==> src/rtl/shiftreg_frame_serializer.sv <==
// -----------------------------------------------------------------------------
// shiftreg_frame_serializer
//
// Captures a static word and a dynamic word on START and serialises them
// (static only, dynamic only, or static then dynamic) onto a single bit stream
// under a valid/ready handshake. The bit order of each word is chosen per
// frame with LSB_FIRST. DONE pulses once the last bit of a frame has been
// accepted; ERR pulses when a frame is requested with the illegal mode 2'b11.
// Sits between the register-config interface and the serial line driver.
//
// Optional feature macro: SHIFTREG_PARITY_EN
//   defined     -> one extra even-parity bit (XOR of all data bits of the
//                  frame) is sent after the last data bit, same handshake.
//   not defined -> no parity state, DONE follows the last data bit.
//
// Parameters
//   STAT_W    static word width (>= 2)
//   DYN_W     dynamic word width (>= 2)
//   CNT_W     bit-counter width, 2**CNT_W >= max(STAT_W, DYN_W)
//   STAT_DEF  reset value of static latch / shift register
//   DYN_DEF   reset value of dynamic latch / shift register
//
// Ports
//   CLK        in   system clock, rising edge
//   RST_N      in   asynchronous reset, active low
//   START      in   frame request, sampled only while idle
//   MODE       in   00 static, 01 dynamic, 10 static then dynamic, 11 illegal
//   LSB_FIRST  in   1: each word LSB first, 0: MSB first (sampled with START)
//   STATREG    in   static word source
//   DYNREG     in   dynamic word source
//   SREADY     in   downstream accepts the current bit
//   SDATA      out  serial bit, valid when SVALID=1
//   SVALID     out  serial bit valid
//   BUSY       out  frame in progress
//   DONE       out  one-cycle pulse after the last bit of a frame is accepted
//   ERR        out  one-cycle pulse on START with MODE=11
//   STATLATCH  out  static word captured at the last accepted START
//   DYNLATCH   out  dynamic word captured at the last accepted START
// -----------------------------------------------------------------------------
module shiftreg_frame_serializer #(
  parameter int                STAT_W   = 88,
  parameter int                DYN_W    = 16,
  parameter int                CNT_W    = 7,
  parameter logic [STAT_W-1:0] STAT_DEF = 88'h123456789ABCDEF1234567,
  parameter logic [DYN_W-1:0]  DYN_DEF  = 16'hABCD
) (
  input  logic              CLK,
  input  logic              RST_N,
  input  logic              START,
  input  logic [1:0]        MODE,
  input  logic              LSB_FIRST,
  input  logic [STAT_W-1:0] STATREG,
  input  logic [DYN_W-1:0]  DYNREG,
  input  logic              SREADY,
  output logic              SDATA,
  output logic              SVALID,
  output logic              BUSY,
  output logic              DONE,
  output logic              ERR,
  output logic [STAT_W-1:0] STATLATCH,
  output logic [DYN_W-1:0]  DYNLATCH
);

  localparam logic [1:0] MODE_STAT = 2'b00;
  localparam logic [1:0] MODE_DYN  = 2'b01;
  localparam logic [1:0] MODE_BOTH = 2'b10;
  localparam logic [1:0] MODE_ILL  = 2'b11;

  // Counter value of the final bit of each word.
  localparam logic [CNT_W-1:0] STAT_LAST = CNT_W'(STAT_W - 1);
  localparam logic [CNT_W-1:0] DYN_LAST  = CNT_W'(DYN_W - 1);

  typedef enum logic [1:0] {
    ST_IDLE    = 2'd0,
    ST_SH_STAT = 2'd1,
    ST_SH_DYN  = 2'd2
`ifdef SHIFTREG_PARITY_EN
    ,
    ST_SH_PAR  = 2'd3
`endif
  } state_t;

  state_t              state;
  logic [STAT_W-1:0]   stat_sh;
  logic [DYN_W-1:0]    dyn_sh;
  logic [CNT_W-1:0]    cnt;
  logic                lsb_q;
  logic [1:0]          mode_q;
`ifdef SHIFTREG_PARITY_EN
  logic                par_acc;
`endif

  // Handshake and next-bit helpers.
  // NOTE: continuous assigns (or always_comb with full defaults) keep this
  // logic purely combinational, so no latches can be inferred.
  logic              xfer;
  logic              data_last;
  logic [STAT_W-1:0] stat_shifted;
  logic [DYN_W-1:0]  dyn_shifted;
  logic              stat_next_bit;
  logic              dyn_next_bit;
  logic              dyn_first_bit;

  assign xfer = SVALID & SREADY;

  // The shift direction follows the bit order so that the outgoing end of
  // the register always holds the next bit to send; vacated bits fill with 0.
  assign stat_shifted  = lsb_q ? (stat_sh >> 1) : (stat_sh << 1);
  assign dyn_shifted   = lsb_q ? (dyn_sh  >> 1) : (dyn_sh  << 1);

  // SDATA is registered, so the bit that follows the one being accepted is
  // taken one position in from the outgoing end of the current register.
  assign stat_next_bit = lsb_q ? stat_sh[1] : stat_sh[STAT_W-2];
  assign dyn_next_bit  = lsb_q ? dyn_sh[1]  : dyn_sh[DYN_W-2];
  assign dyn_first_bit = lsb_q ? dyn_sh[0]  : dyn_sh[DYN_W-1];

  // Accepting the final data bit of the frame.
  assign data_last = xfer &&
                     (((state == ST_SH_STAT) && (cnt == STAT_LAST) && (mode_q != MODE_BOTH)) ||
                      ((state == ST_SH_DYN)  && (cnt == DYN_LAST)));

  // NOTE: every register in this block uses non-blocking assignments so all
  // of them update together from the values present before the clock edge.
  always_ff @(posedge CLK or negedge RST_N) begin
    if (!RST_N) begin
      state     <= ST_IDLE;
      SDATA     <= 1'b0;
      SVALID    <= 1'b0;
      BUSY      <= 1'b0;
      DONE      <= 1'b0;
      ERR       <= 1'b0;
      cnt       <= '0;
      STATLATCH <= STAT_DEF;
      DYNLATCH  <= DYN_DEF;
      stat_sh   <= STAT_DEF;
      dyn_sh    <= DYN_DEF;
      lsb_q     <= 1'b0;
      mode_q    <= MODE_STAT;
`ifdef SHIFTREG_PARITY_EN
      par_acc   <= 1'b0;
`endif
    end else begin
      // NOTE: DONE and ERR default low every cycle so that any assertion below
      // lasts exactly one cycle without extra clearing logic.
      DONE <= 1'b0;
      ERR  <= 1'b0;

      unique case (state)
        ST_IDLE: begin
          if (START) begin
            if (MODE == MODE_ILL) begin
              ERR <= 1'b1;
            end else begin
              STATLATCH <= STATREG;
              DYNLATCH  <= DYNREG;
              stat_sh   <= STATREG;
              dyn_sh    <= DYNREG;
              lsb_q     <= LSB_FIRST;
              mode_q    <= MODE;
              cnt       <= '0;
              SVALID    <= 1'b1;
              BUSY      <= 1'b1;
`ifdef SHIFTREG_PARITY_EN
              par_acc   <= 1'b0;
`endif
              // First bit comes straight from the source word so it is on
              // SDATA in the cycle after START.
              if (MODE == MODE_DYN) begin
                state <= ST_SH_DYN;
                SDATA <= LSB_FIRST ? DYNREG[0] : DYNREG[DYN_W-1];
              end else begin
                state <= ST_SH_STAT;
                SDATA <= LSB_FIRST ? STATREG[0] : STATREG[STAT_W-1];
              end
            end
          end
        end

        ST_SH_STAT: begin
          if (xfer) begin
`ifdef SHIFTREG_PARITY_EN
            par_acc <= par_acc ^ SDATA;
`endif
            stat_sh <= stat_shifted;
            if (cnt == STAT_LAST) begin
              cnt <= '0;
              if (mode_q == MODE_BOTH) begin
                // Word boundary without a bubble: SVALID stays high.
                state <= ST_SH_DYN;
                SDATA <= dyn_first_bit;
              end
            end else begin
              cnt   <= cnt + 1'b1;
              SDATA <= stat_next_bit;
            end
          end
        end

        ST_SH_DYN: begin
          if (xfer) begin
`ifdef SHIFTREG_PARITY_EN
            par_acc <= par_acc ^ SDATA;
`endif
            dyn_sh <= dyn_shifted;
            if (cnt == DYN_LAST) begin
              cnt <= '0;
            end else begin
              cnt   <= cnt + 1'b1;
              SDATA <= dyn_next_bit;
            end
          end
        end

`ifdef SHIFTREG_PARITY_EN
        ST_SH_PAR: begin
          if (xfer) begin
            state  <= ST_IDLE;
            SDATA  <= 1'b0;
            SVALID <= 1'b0;
            BUSY   <= 1'b0;
            DONE   <= 1'b1;
          end
        end
`endif

        default: begin
          state <= ST_IDLE;
        end
      endcase

      // End of the data portion of a frame. These assignments come after the
      // case so they take precedence over the per-state updates above.
      if (data_last) begin
`ifdef SHIFTREG_PARITY_EN
        // par_acc does not yet include the bit accepted on this edge.
        state <= ST_SH_PAR;
        SDATA <= par_acc ^ SDATA;
`else
        state  <= ST_IDLE;
        SDATA  <= 1'b0;
        SVALID <= 1'b0;
        BUSY   <= 1'b0;
        DONE   <= 1'b1;
`endif
      end
    end
  end

endmodule
==> config.mk <==
export PLATFORM = sky130hd
export DESIGN_NAME = shiftreg_frame_serializer
export DESIGN_NICKNAME = d
export VERILOG_FILES = /design/src/rtl/shiftreg_frame_serializer.sv
export SDC_FILE = /design/constraint.sdc
export NUM_CORES = 1
export LEC_CHECK = 0
export CORE_ASPECT_RATIO = 1.75
export CORE_MARGIN = 2
export CORE_UTILIZATION = 43
export DETAILED_ROUTE_END_ITERATION = 10
export PLACE_DENSITY = 0.71
export SLEW_MARGIN = 20
export SYNTH_ARGS = -nofsm -noshare
export SYNTH_HDL_FRONTEND = slang
export SYNTH_SLANG_ARGS = --single-unit
==> constraint.sdc <==
create_clock -name CLK -period 1.7 [get_ports CLK]
set_input_delay 0.425 -clock CLK [delete_from_list [all_inputs] [get_ports CLK]]
set_output_delay 0.425 -clock CLK [all_outputs]
set_load 0.01 [all_outputs]
## Yosys cells after proc, flatten, opt, wreduce, memory -nomap -nowiden

Cells that the tools add are included.

- Register bits after elaboration: 224
- Latch bits: 0
- RAM bits: 0
- Memory bits (read-only): 0
- Input bits: 111
- Logic and storage cells: 104
- Memories: 0

- Add/sub/neg operators: 1
- Multiply operators: 0
- Div/mod/pow operators: 0
- $lt $le $gt $ge: 0
- Eq/ne operators: 22
- Shifts and indexed selects: 0
- Multiplexer cells: 48
- Bitwise operators: 2
- Reduce and logical (&&, ||, !) cells: 19

Operators with widths:

| cell | count |
|---|---|
| $mux W88 | 4 |
| $pmux W88 S2 | 1 |
| $mux W16 | 4 |
| $mux W7 | 6 |
| $pmux W16 S2 | 1 |
| $mux W1 | 22 |
| $pmux W7 S3 | 1 |
| $ne A3 B3 Y1 const B | 5 |
| $mux W2 | 7 |
| $ne A2 B2 Y1 const B | 7 |
| $reduce_and A4 Y1 | 2 |
| $reduce_bool A2 Y1 | 4 |
| $add A7 B1 Y7 const B | 1 |
| $eq A7 B4 Y1 const B | 1 |
| $eq A7 B7 Y1 const B | 1 |
| $reduce_and A7 Y1 | 1 |
| $eq A2 B2 Y1 const B | 3 |
| $ne A3 B2 Y1 const B | 2 |
| $pmux W2 S3 | 1 |
| $reduce_and A3 Y1 | 2 |
| $reduce_and A6 Y1 | 1 |
| $reduce_and A5 Y1 | 1 |
| $eq A2 B1 Y1 const B | 2 |
| $logic_and A1 B1 Y1 | 4 |
| other kinds (8) | 8 |

## Longest topological paths before layout

Gate-level depths: netlist (run 1).

- Word-level depth: 7
- Gate-level depth with buffers: 11
- Depth with buffers taken out: 7

## Least setup slack after synthesis (run 1)

OpenSTA, ideal clock, no wires.

- Path kind: reg-to-reg
- Start point: reg state[0]
- End point: reg cnt[2]
- Setup time: 76 ps
- Data arrival time: 1712 ps
- Data required time: 1624 ps
- Setup slack: -88 ps
- Stages on the path, launching flop included: 10
- Path buffers: 2
- Clock period less this slack: 1788 ps
- Path through: dfrtp_1 -> inv_1 -> ha_1 -> clkbuf_8 -> or2_1 -> a221o_1 -> buf_2 -> nor2_1 -> mux2i_1 -> o21ai_1

- Cells in the longest elaborated chain, start to end: 3
- Elaborated cells between the ends (all ways): 10
- Classes of those cells: eq/ne: 6; mux: 1; reduce/logical: 3

Ends and longest elaborated chain:

| element | RTL line | RTL |
|---|---|---|
| start: declaration | 83 | `state_t state;` |
| start signal: assignment | 126 | `state <= ST_IDLE;` |
| start signal: assignment | 169 | `state <= ST_SH_DYN;` |
| start signal: assignment | 172 | `state <= ST_SH_STAT;` |
| $eq A2 B2 Y1, or another cell as far along | 148 | `unique case (state)` |
| $ne A2 B2 Y1 (no source line) / $reduce_bool A3 Y1 (equally long branches) | - |  |
| $reduce_and A5 Y1 (no source line) | - |  |
| end signal: assignment | 193 | `cnt <= cnt + 1'b1;` |
| end signal: assignment | 208 | `cnt <= cnt + 1'b1;` |
| end: declaration | 86 | `logic [CNT_W-1:0] cnt;` |

Parallel ways exist; a longest one is shown, timed or not.
A chain may end at the register's enable or synchronous reset.

## Worst setup path in the final report (run 1)

- Start point: reg state[0]
- End point: reg cnt[6]

The elaborated chain is that of the path after synthesis.

==> metrics.sh, run 1 <==
SYNTHSIMPLEGATEAREAFRAC=0.202
CELL_BY_CELL_TRACE_OF_THE_CRITICAL_PATH='inv_2, ha_2, or2_4, a221o_2, nand2b_4, o22ai_2'
CRITICAL_PATH.MAX_FANOUT=6
CORE_REGION_AREA_SQ_UM=24700
HOLD_VIOL_FINAL=0
LAYOUT.FILLER_CELLS=2146
CLK_PIN_SLEW_NS=0.06
YS_TYPES=45
PWR_CELL_AREA_nW_PER_UM2=2020
GRT_FIRST_PASS_WIRELENGTH_UM=45900
FLOORPLAN.DIE.WIDTH_UM=124
CP-START-KIND='flip-flop'
MULTIINPUTGATEAREA_SQ_UM=4880
CLOCK_SINKS=224
GRT_PASS1_VIAS=9327
HOLD-PATH-CELL-COUNT=3
POST-ROUTE-PERIOD-UTIL=1.04
DRIVE_ABOVE_1_SHARE=0.228
DRT.ANTENNA.VIOLATING_NETS=0
DP_HPWL_UM=19300
H_TREE_DEPTH=1
REG2REG_SETUP_SLACK_NS=-0.07
PERIOD_NEEDED_NS=1.77
SYNTH_COMPOUND_AREA_FRAC=0.119
MAX_ROOT_SINK_BUFFERS=3
CLOCK.FMAX_GHz=0.564
MAX_SLEW.WORST_PIN.SLEW_NS=0.469
ROUTE.VIAS.TOTAL=9266
SYNTH-XOR-AREA-SHARE=0
ROUTABILITYCONGESTION=0.820
MOST_USED_CELLS_IN_THE_LAYOUT_EXCLUDING_FILL_AND_TAP_CELLS='nand2_1, o21ai_0, dfrtp_1, clkdlybuf4s50_1, dfstp_2'
DRT_FIRST_ITER_VIOLATIONS=527
SYNTH_TOP_FAMILY_BY_AREA='simple AND/OR/NAND/NOR gates'
SYN_NETS=1353
CTS_TREE='built'
SYN-INSTANCE-COUNT=1237
ANTENNA_CELLS=0
RSZ0062_AT_GRT='true'
ROOT_BUFFER='clkbuf_16'
INITIAL_ANTENNA_VIOLATION_COUNT=0
MIN-DELAY-PATH-CLASS='in2reg'
FIN_HOLD_WS_NS=0.431
AREA_GROWTH_PCT=37.9
CORE.ROWCOUNT=76
STARTING_DENSITY_OF_THE_CORE=0.438
POST_SYNTH_MUX_AREA_SHARE=0.101
NUMCTSBUFFERS=22
GRT_MAX_DEGREE=99
POSTLAYOUTSETUPSLACKWORST_NS=-0.0724
FINALSETUPVIOLATIONS=36
DRT_DRC_VIOLATIONS_LEFT=0
VIOLATIONS_IN_THE_FINAL_REPORTS='negative setup slack'
ROUTED_WIRELENGTH_UM=29800
FP.DIEH_UM=214
WORST_R2R_PATH_DEPTH=6
CRITPATHKIND='reg2reg'
OUTCOME='complete, but fails checks'
SYNTH-SEQ-AREA-SHARE=0.531
VIAS_PER_CELL=5.11
CP_DATA_ARRIVAL_TIME_NS=2.20
WORST_SLEW_MARGIN_REL=0.687
SYNTH_FA_HA_AREA_FRAC=0.00578
PORT_BUFFERS=219
PIN_COUNT=220
CRITICAL_PATH.ENDPOINT_TYPE='flip-flop'
DIE_AREA_SQ_UM=26500
FINALNETCOUNT=1603
REQUIRED_TIME_AT_THE_ENDPOINT_OF_THE_CRITICAL_PATH_NS=2.13
MAX_CAP_VIOL_COUNT=0
FIN_TNS_SETUP_NS=-1.34
FINAL_COUNT_OF_PINS_VIOLATING_MAX_SLEW=0
REGAREA_SQ_UM=5750
OVERFLOW=0
VDD_DROP_MAX_uV=949
CLKLATENCYLATEPIN_NS=0.52
MAX_STAGE_DELAY_NS=0.42
LEAKAGE_POWER_TOTAL_nW=6.94
GRTUSAGETOTAL=0.215
DETAIL_ROUTE.WL_PER_CELL_UM=16.4
YOSYS_WARNINGS=0
CRITPATHSLOWESTCELL='dfrtp_1'
NETLIST_AREA_BEFORE_PLACEMENT_SQ_UM=10800
POSTSYNTHAREAPERCELL_SQ_UM=8.75
MOST_COMMON_CELL_AFTER_LAYOUT_FILL_AND_TAPS_ASIDE='nand2_1'
FIRSTDRTPASSITERS=5
FIN_WORST_SKEW_NS=0.0162
REGISTER_BIT_COUNT_REPORTED_BY_YOSYS=224
==> power by group <==
part	leakage, nW	total, mW	internal (mW)	switching [mW]
logic	3.98	14.4	6.70	7.75
clock network	0.383	5.21	3.10	2.10
registers	2.58	10.5	8.78	1.73
total	6.94	30.2	18.6	11.6
==> repair_timing <==
action                                  in CTS  in global routing
gates cloned                                 5                  9
endpoints found under the hold margin       23                  0
endpoints found under the setup margin     322                211
resized for setup                          302                 88
hold buffers                                 1                  0
pin swaps                                    7                  9
buffers inserted                             6                  3
==> layout make-up <==
class	count	share of cell area
flip-flops and latches	224	0.385
multi-input cells	921	0.327
repair buffers	308	0.207
clock buffers	31	0.0433
well taps	312	0.0262
clock inverters	9	0.00805
inverters	10	0.00252
==> kinds of logic (layout without fill, tap and decap cells) <==
group                      Yosys count  after routing
AOI/OAI and AO/OA                  241            242
adders and majority gates            5              5
buffers and inverters               93            358
DFF                                224            224
muxes                              108            108
and+or+nand+nor                    566            566
==> through the flow <==
step | cell area [sq um] | util | power [mW] | cells | setup slack [ns]
global route | 14900 | 0.603 | 32.4 | 1815 | -0.151
detailed placement | 13800 | 0.558 | 23.5 | 1751 | -0.521
CTS | 14600 | 0.590 | 29.0 | 1803 | -0.0922
global placement | 13800 | 0.558 | 23.1 | 1751 | -0.486
floorplan | 10900 | - | 18.3 | 1237 | -0.0558
finish | 14900 | 0.603 | 30.2 | 1815 | -0.0724
==> synthesized netlist by cell type, drive strengths merged <==
library cell | count | area (sq um)
mux2i | 107 | 1070
or2 | 4 | 27.5
dfrtp | 116 | 2900
dfstp | 108 | 2840
a21o | 1 | 8.76
o41ai | 1 | 8.76
or4 | 1 | 7.51
a2bb2oi | 1 | 15.0
nand3 | 6 | 30.0
a21bo | 1 | 10.0
ha | 5 | 62.6
nand2 | 534 | 2000
o22ai | 3 | 18.8
nor2 | 8 | 30.0
clkbuf | 53 | 249
nor2b | 5 | 31.3
a21oi | 10 | 57.6
o32ai | 2 | 36.3
buf | 30 | 159
a31oi | 1 | 6.26
nand2b | 1 | 6.26
a221o | 1 | 10.0
nand3b | 1 | 7.51
nand4bb | 1 | 11.3
inv | 10 | 37.5
a221oi | 1 | 8.76
and2 | 1 | 6.26
o21a | 1 | 7.51
a211oi | 1 | 7.51
nand4b | 1 | 8.76
and3 | 1 | 6.26
o31ai | 1 | 7.51
o21ai | 215 | 1080
nand4 | 2 | 12.5
o21bai | 1 | 7.51
mux4 | 1 | 22.5
==> metal layers <==
metal,track usage,part of all wire
met1,0.252,0.40
met2,0.404,0.54
met3,0.0250,0.039
met4,0.0666,0.026
met5,0,0
==> flip-flops by register name, summed over array words and instances (netlist names) <==
register / cells
DYNLATCH: 16
SDATA: 1
DONE: 1
ERR: 1
mode_q: 2
stat_sh: 88
dyn_sh: 16
cnt: 7
BUSY: 1
state: 2
STATLATCH: 88
lsb_q: 1
==> final timing paths <==
check / start / to
min: DYNREG[2] / DYNLATCH[2]$_DFFE_PN1P_
min in group asynchronous: RST_N / STATLATCH[67]$_DFFE_PN0P_
max reg2reg: state[0]$_DFFE_PN0P_ / cnt[6]$_DFFE_PN0P_
max: state[0]$_DFFE_PN0P_ / cnt[6]$_DFFE_PN0P_
max in group asynchronous: RST_N / STATLATCH[5]$_DFFE_PN1P_
min reg2reg: STATLATCH[5]$_DFFE_PN1P_ / STATLATCH[5]$_DFFE_PN1P_
==> worst max-delay path: cells and delay by family, from the launching register on <==
family,cells,cell delay [ns]
buffers and inverters,1,0.08
and+or+nand+nor,2,0.44
AOI/OAI and AO/OA,2,0.56
DFF,1,0.42
adders and majority gates,1,0.19
No activity file was read; power rests on OpenSTA's default activity.
==> run 2: changes to the inputs <==
Settings changed: ABC_CLOCK_PERIOD_IN_PS set to 1700, GPL_ROUTABILITY_DRIVEN set to 1.
==> results of run 2 <==
No change in the layout: final DEF, timing and power equal those of run 1.
==> run 3: changes to the inputs <==
Settings changed: SLEW_MARGIN 20 to 10.
==> results of run 3 <==
No change in the layout: final DEF, timing and power equal those of run 1.
